**src/rtl/mem_ctrl_pkg.sv**
```systemverilog
// mem_ctrl_pkg: types and default widths shared by the memory controller.
//   MEM_BUS_WIDTH  - default address width (8)
//   MEM_DATA_WIDTH - default data width (8)
//   mem_state_t    - controller FSM states
//   mem_grant_t    - arbiter grant identifier
// Optional build macro used by this slice: MEM_CTRL_RR_EN (see mem_arb).
package mem_ctrl_pkg;

  localparam int MEM_BUS_WIDTH  = 8;
  localparam int MEM_DATA_WIDTH = 8;

  typedef enum logic [1:0] {
    IDLE = 2'd0,
    RD   = 2'd1,
    WR   = 2'd2,
    ACK  = 2'd3
  } mem_state_t;

  typedef enum logic {
    GNT_F = 1'b0,
    GNT_D = 1'b1
  } mem_grant_t;

endpackage

```
**src/rtl/mem_arb.sv**
```systemverilog
// mem_arb: 2-way arbiter between the fetch port and the load/store port.
// Ports:
//   clk, rst  - clock, synchronous active-high reset
//   f_req     - fetch request
//   d_req     - data request
//   advance   - a grant is being taken this cycle
//   grant     - winning port (combinational from requests and pointer)
// Build macro MEM_CTRL_RR_EN:
//   defined   - round-robin; the pointer flips after each contended grant so
//               the port not served last wins the next contention
//   undefined - fixed data-over-fetch priority, no pointer flop
module mem_arb
  import mem_ctrl_pkg::*;
(
  input  logic       clk,
  input  logic       rst,
  input  logic       f_req,
  input  logic       d_req,
  input  logic       advance,
  output mem_grant_t grant
);

`ifdef MEM_CTRL_RR_EN
  // Port that wins the next contention; data is favoured out of reset.
  mem_grant_t favour_reg;

  always_ff @(posedge clk) begin
    if (rst) begin
      favour_reg <= GNT_D;
    end else if (advance && f_req && d_req) begin
      // The favoured port just won, so hand preference to the other one.
      favour_reg <= mem_grant_t'(~favour_reg);
    end
  end

  always_comb begin
    grant = GNT_F;
    if (f_req && d_req) begin
      grant = favour_reg;
    end else if (d_req) begin
      grant = GNT_D;
    end
  end
`else
  // Fixed priority needs neither the clock nor the advance strobe.
  logic unused_ok;
  assign unused_ok = ^{clk, rst, advance, f_req};

  always_comb begin
    grant = d_req ? GNT_D : GNT_F;
  end
`endif

endmodule

```
**src/rtl/mem_ctrl.sv**
```systemverilog
// mem_ctrl: memory controller in front of a data RAM with a registered read.
// Arbitrates fetch reads against load/store requests, runs one RAM access per
// transaction (IDLE -> RD/WR -> ACK -> IDLE, 3 cycles) and returns a
// one-cycle ack with read data to the winner.
// Ports:
//   clk, rst                    - clock, synchronous active-high reset
//   f_req/f_addr/f_ack/f_rdata  - fetch port
//   d_req/d_we/d_addr/d_wdata   - load/store request
//   d_ack/d_rdata               - load/store response
//   busy                        - controller not in IDLE
//   ram_addr_rd/ram_addr_wr     - RAM addresses (last latched address)
//   ram_data_wr                 - RAM write data (last latched store data)
//   ram_rd_en/ram_wr_en         - RAM strobes, mutually exclusive
//   ram_data_rd                 - RAM registered read data
// Build macro MEM_CTRL_RR_EN selects round-robin arbitration in mem_arb.
module mem_ctrl
  import mem_ctrl_pkg::*;
#(
  parameter int BUS_WIDTH  = MEM_BUS_WIDTH,
  parameter int DATA_WIDTH = MEM_DATA_WIDTH
) (
  input  logic                  clk,
  input  logic                  rst,
  input  logic                  f_req,
  input  logic [BUS_WIDTH-1:0]  f_addr,
  output logic                  f_ack,
  output logic [DATA_WIDTH-1:0] f_rdata,
  input  logic                  d_req,
  input  logic                  d_we,
  input  logic [BUS_WIDTH-1:0]  d_addr,
  input  logic [DATA_WIDTH-1:0] d_wdata,
  output logic                  d_ack,
  output logic [DATA_WIDTH-1:0] d_rdata,
  output logic                  busy,
  output logic [BUS_WIDTH-1:0]  ram_addr_rd,
  output logic [BUS_WIDTH-1:0]  ram_addr_wr,
  output logic [DATA_WIDTH-1:0] ram_data_wr,
  output logic                  ram_rd_en,
  output logic                  ram_wr_en,
  input  logic [DATA_WIDTH-1:0] ram_data_rd
);

  mem_state_t            state_reg;
  mem_grant_t            gnt_reg;
  mem_grant_t            grant;
  logic                  we_reg;
  logic [BUS_WIDTH-1:0]  addr_reg;
  logic [DATA_WIDTH-1:0] wdata_reg;
  logic                  advance;

  assign advance = (state_reg == IDLE) && (f_req || d_req);

  mem_arb u_arb (
    .clk     (clk),
    .rst     (rst),
    .f_req   (f_req),
    .d_req   (d_req),
    .advance (advance),
    .grant   (grant)
  );

  // Operands are captured only at the accepting edge, so requester inputs
  // may change freely while a transaction is in flight.
  always_ff @(posedge clk) begin
    if (rst) begin
      state_reg <= IDLE;
      gnt_reg   <= GNT_F;
      we_reg    <= 1'b0;
      addr_reg  <= '0;
      wdata_reg <= '0;
    end else begin
      case (state_reg)
        IDLE: begin
          if (advance) begin
            gnt_reg <= grant;
            if (grant == GNT_D) begin
              addr_reg  <= d_addr;
              we_reg    <= d_we;
              wdata_reg <= d_wdata;
              state_reg <= d_we ? WR : RD;
            end else begin
              addr_reg  <= f_addr;
              we_reg    <= 1'b0;
              state_reg <= RD;
            end
          end
        end
        RD:      state_reg <= ACK;
        WR:      state_reg <= ACK;
        ACK:     state_reg <= IDLE;
        default: state_reg <= IDLE;
      endcase
    end
  end

  // Everything below is a decode of registers only, so the strobes cannot
  // glitch and RD/WR being distinct states keeps them exclusive.
  assign busy        = (state_reg != IDLE);
  assign ram_rd_en   = (state_reg == RD);
  assign ram_wr_en   = (state_reg == WR);
  assign ram_addr_rd = addr_reg;
  assign ram_addr_wr = addr_reg;
  assign ram_data_wr = wdata_reg;

  // The RAM registers its read at the RD->ACK edge, so its output is valid
  // throughout ACK and can be passed straight to the winner.
  assign f_ack   = (state_reg == ACK) && (gnt_reg == GNT_F);
  assign d_ack   = (state_reg == ACK) && (gnt_reg == GNT_D);
  assign f_rdata = f_ack ? ram_data_rd : '0;
  assign d_rdata = (d_ack && !we_reg) ? ram_data_rd : '0;

endmodule

```
**config.mk**
```make
export PLATFORM = sky130hd
export DESIGN_NAME = mem_ctrl
export DESIGN_NICKNAME = d
export VERILOG_FILES = /design/src/rtl/mem_ctrl_pkg.sv /design/src/rtl/mem_arb.sv /design/src/rtl/mem_ctrl.sv
export SDC_FILE = /design/constraint.sdc
export NUM_CORES = 1
export LEC_CHECK = 0
export BUFFER_PORTS_ARGS = -buffer_cell sky130_fd_sc_hd__buf_2
export CORE_MARGIN = 1.5
export CORE_UTILIZATION = 39
export DETAILED_ROUTE_END_ITERATION = 10
export HOLD_SLACK_MARGIN = 0.12
export PLACE_DENSITY = 0.79
export SYNTH_ARGS = -nofsm -noshare
export SYNTH_HDL_FRONTEND = slang
export SYNTH_SLANG_ARGS = --single-unit
```
**constraint.sdc**
```tcl
create_clock -name clk -period 1.44 [get_ports clk]
set_input_delay 0.144 -clock clk [delete_from_list [all_inputs] [get_ports clk]]
set_output_delay 0.144 -clock clk [all_outputs]
set_load 0.1 [all_outputs]
```
==> impl_metrics.py <==
metrics = {
    "grt": {
        "wire_length_of_the_first_global_routing_pass_um": 5133,
        "via_count_of_the_first_global_routing_pass": 1194,
        "grt_antenna_before_repair": 0,
        "pin_count_of_the_biggest_net_entering_global_routing": 21,
        "track_usage": 0.2064,
        "gr_ovfl_total": 0,
    },
    "detailed_routing": {
        "route.final.wire_length_um": 3628,
        "route.vias.total": 1253,
        "first_iter_violations": 15,
        "post-route-drc-count": 0,
        "viasPerCell": 5.012,
        "dr_wl_cell_um": 14.51,
        "drt_first_pass_iters": 4,
        "drtAntennaViolNets": 0,
    },
    "finish": {
        "multiInputGateArea_um2": 698.2,
        "layoutNonFillerInstCount": 250,
        "layout.nets": 262,
        "seqCellArea_um2": 415.4,
        "antenna-diode-count": 0,
        "drive_above_1_share": 0.6909,
        "nFillCells": 142,
        "syn2layout_area_growth_pct": 101.1,
    },
    "synthesis": {
        "synth.distinct_cells": 22,
        "synthTopCellsByCount": "nand2_1 (22), dfxtp_1 (20), and2_1 (17)",
        "yosys_register_bits": 20,
        "synth_top_flop_cell": "dfxtp_1",
        "post_synth.cell_area_avg_um2": 8.568,
        "syn_nets": 166,
        "yosys-top-cells-area": "dfxtp_1 (37%), and2_1 (9.9%), nand2_1 (7.7%)",
        "synth_edf_count": 0,
        "synthesis.area_um2": 1071,
        "synth_largest_type_area_fraction": 0.3738,
        "asyncSetResetFlopFracSynth": 0,
        "seq_area_frac_synth": 0.3738,
        "yosys.cell_count.top_type": "nand2_1",
        "post_synth_inst_count": 125,
        "yosysWarningCount": 0,
        "synth_largest_area_cell": "dfxtp_1",
    },
    "pwr": {
        "power_density_cells_nw_per_um2": 2311,
        "p_leak_nw": 1.005,
        "power.ir.vdd_worst_mv": 2.331,
    },
    "critical_path": {
        "cp.buffers_inverters": 1,
        "worstPathCellList": "ha_4 > and2_4 > and2b_2 > and2_4 > buf_12",
        "critical_path_class": "flop to primary output",
        "critical_path.max_stage_delay_ps": 370,
        "cp-end-kind": "primary output",
        "worst_path_most_repeated_cell": "and2_4",
        "crit_path_max_fanout": 8,
        "worst-r2r-setup-slack_ps": -70,
        "critPathSlowestCell": "dfxtp_4",
        "launching_element_type_of_the_critical_path": "flop",
        "timing.critical_path.max_delay_family": "simple AND/OR/NAND/NOR gates",
        "crit_required_ps": 1300,
        "cp.arrival_ps": 1510,
    },
    "sta": {
        "period_share": 1.151,
        "finalWorstPathRequiredPeriod_ps": 1657,
        "hold_viol": 0,
        "rsz0062_at_grt": "yes",
        "max_freq_mhz": 603.5,
        "tns_ps": -3196,
        "worst_slew_margin_rel": 0.6637,
        "fin_worst_skew_ps": 3.366,
        "timing.hold.ws_ps": 160.2,
        "final-setup-viol-count": 28,
        "postLayoutSetupSlackWorst_ps": -217.1,
        "measured_slew_at_the_worst_slew_check_pin_ps": 507.9,
        "timing.final.max_slew_violations": 0,
    },
    "run": {
        "max-cap-violations": 0,
    },
    "clock_tree": {
        "cts_tree": "built",
        "cts_root_buf": "clkbuf_4",
        "cts_sinks": 20,
        "tritoncts.num_buffers": 3,
        "worstSkewPairLatency_ps": 300,
        "max-clock-path-buffers": 2,
        "number_of_h_tree_levels": 1,
        "clk_transition_reported_paths_ps": 110,
    },
    "place": {
        "count_of_port_buffers_added_during_placement": 81,
        "placed_cells": 223,
        "globalplace.congestion": 0.8060,
        "dpl.hpwl_um": 2229,
    },
    "outcome": {
        "violations": "setup timing",
        "result_of_the_run": "complete, but fails checks",
    },
    "die": {
        "design.die.area_um2": 3070,
        "die_width_um": 55.41,
        "rows": 18,
        "coreArea_um2": 2545,
        "start_util": 0.4208,
        "floorplan.io_pins": 82,
        "die_h_um": 55.41,
    },
    "min_path": {
        "hold_path.class": "primary input to flop",
    },
}
kinds of logic after synthesis:
family | after synthesis | synth area share
compound gates | 23 | 0.1519
fa+ha+maj | 4 | 0.04673
buf+inv | 17 | 0.1133
flops | 20 | 0.3738
mux | 8 | 0.07477
simple gates | 53 | 0.2395
layer usage:
layer / part of all wire / global-route usage / wire length [um]
met5: 0 / 0 / 0
met4: 0.048 / 0.09756 / 173
met3: 0.078 / 0.04918 / 284
met2: 0.53 / 0.4014 / 1926
met1: 0.34 / 0.1997 / 1243
cells in the final DEF (no fill, tap or decap), types with 2 or more instances in the layout:
cell and count:
nand2_1 21, o21a_4 2, clkbuf_4 3, inv_4 2, a21oi_1 11, buf_12 21
ha_4 3, dfxtp_1 10, buf_4 6, nor2_1 5, a211oi_2 6, buf_6 8
a211oi_1 2, buf_2 60, and2_4 18, nor2_2 5, dlygate4sd3_1 9, dfxtp_2 9
mux2i_1 8
through the flow:
stage               power [W]    util  cell area, um^2  worst slack (ps)
finish               0.004977  0.8461             2153            -217.1
global route         0.005158  0.8461             2153            -277.7
CTS                  0.004637  0.7979             2031            -219.1
detailed placement   0.004112  0.7080             1802             65.31
global placement     0.004070  0.7080             1802             97.71
floorplan            0.003620       -             1156            -117.2
layout make-up:
class                   instances  share of cell area
multi-input cells              89              0.3242
well taps                      30             0.01743
repair buffers                104              0.4393
clock buffers                   4             0.01685
inverters                       3            0.009297
flip-flops and latches         20              0.1929
final timing paths:
path / start / end / cells past startpoint
worst max register to register: state_reg[1]$_SDFFE_PP0P_ / ram_addr_rd[3]$_SDFFE_PP0P_ / 8
worst min register to register: ram_data_wr[2]$_SDFFE_PP0P_ / ram_data_wr[2]$_SDFFE_PP0P_ / 2
worst min-delay path: f_addr[1] / ram_addr_rd[1]$_SDFFE_PP0P_ / 3
worst max-delay path: state_reg[1]$_SDFFE_PP0P_ / d_rdata[1] / 5
worst min-delay path: stages:
cell	delay [ps]
buf_2	90
mux2i_1	110
a211oi_1	80
where the power goes:
| part | internal, W | total [W] | leakage [nW] | switching [W] |
|---|---|---|---|---|
| Sequential | 0.000738 | 0.000873 | 0.168 | 0.000135 |
| Clock | 0.000154 | 0.000324 | 0.0210 | 0.000170 |
| Combinational | 0.00107 | 0.00378 | 0.816 | 0.00271 |
| Total | 0.00196 | 0.00498 | 1.01 | 0.00301 |
timing repair:
item                       in CTS  in global routing
hold buffers                    9                  0
setup endpoints to repair      18                 32
setup buffers                   8                  5
hold endpoints to repair        9                  0
pin swaps                      13                 12
resized for setup              11                 23
gates cloned                    1                  1
(Power assumes the default switching activity.)
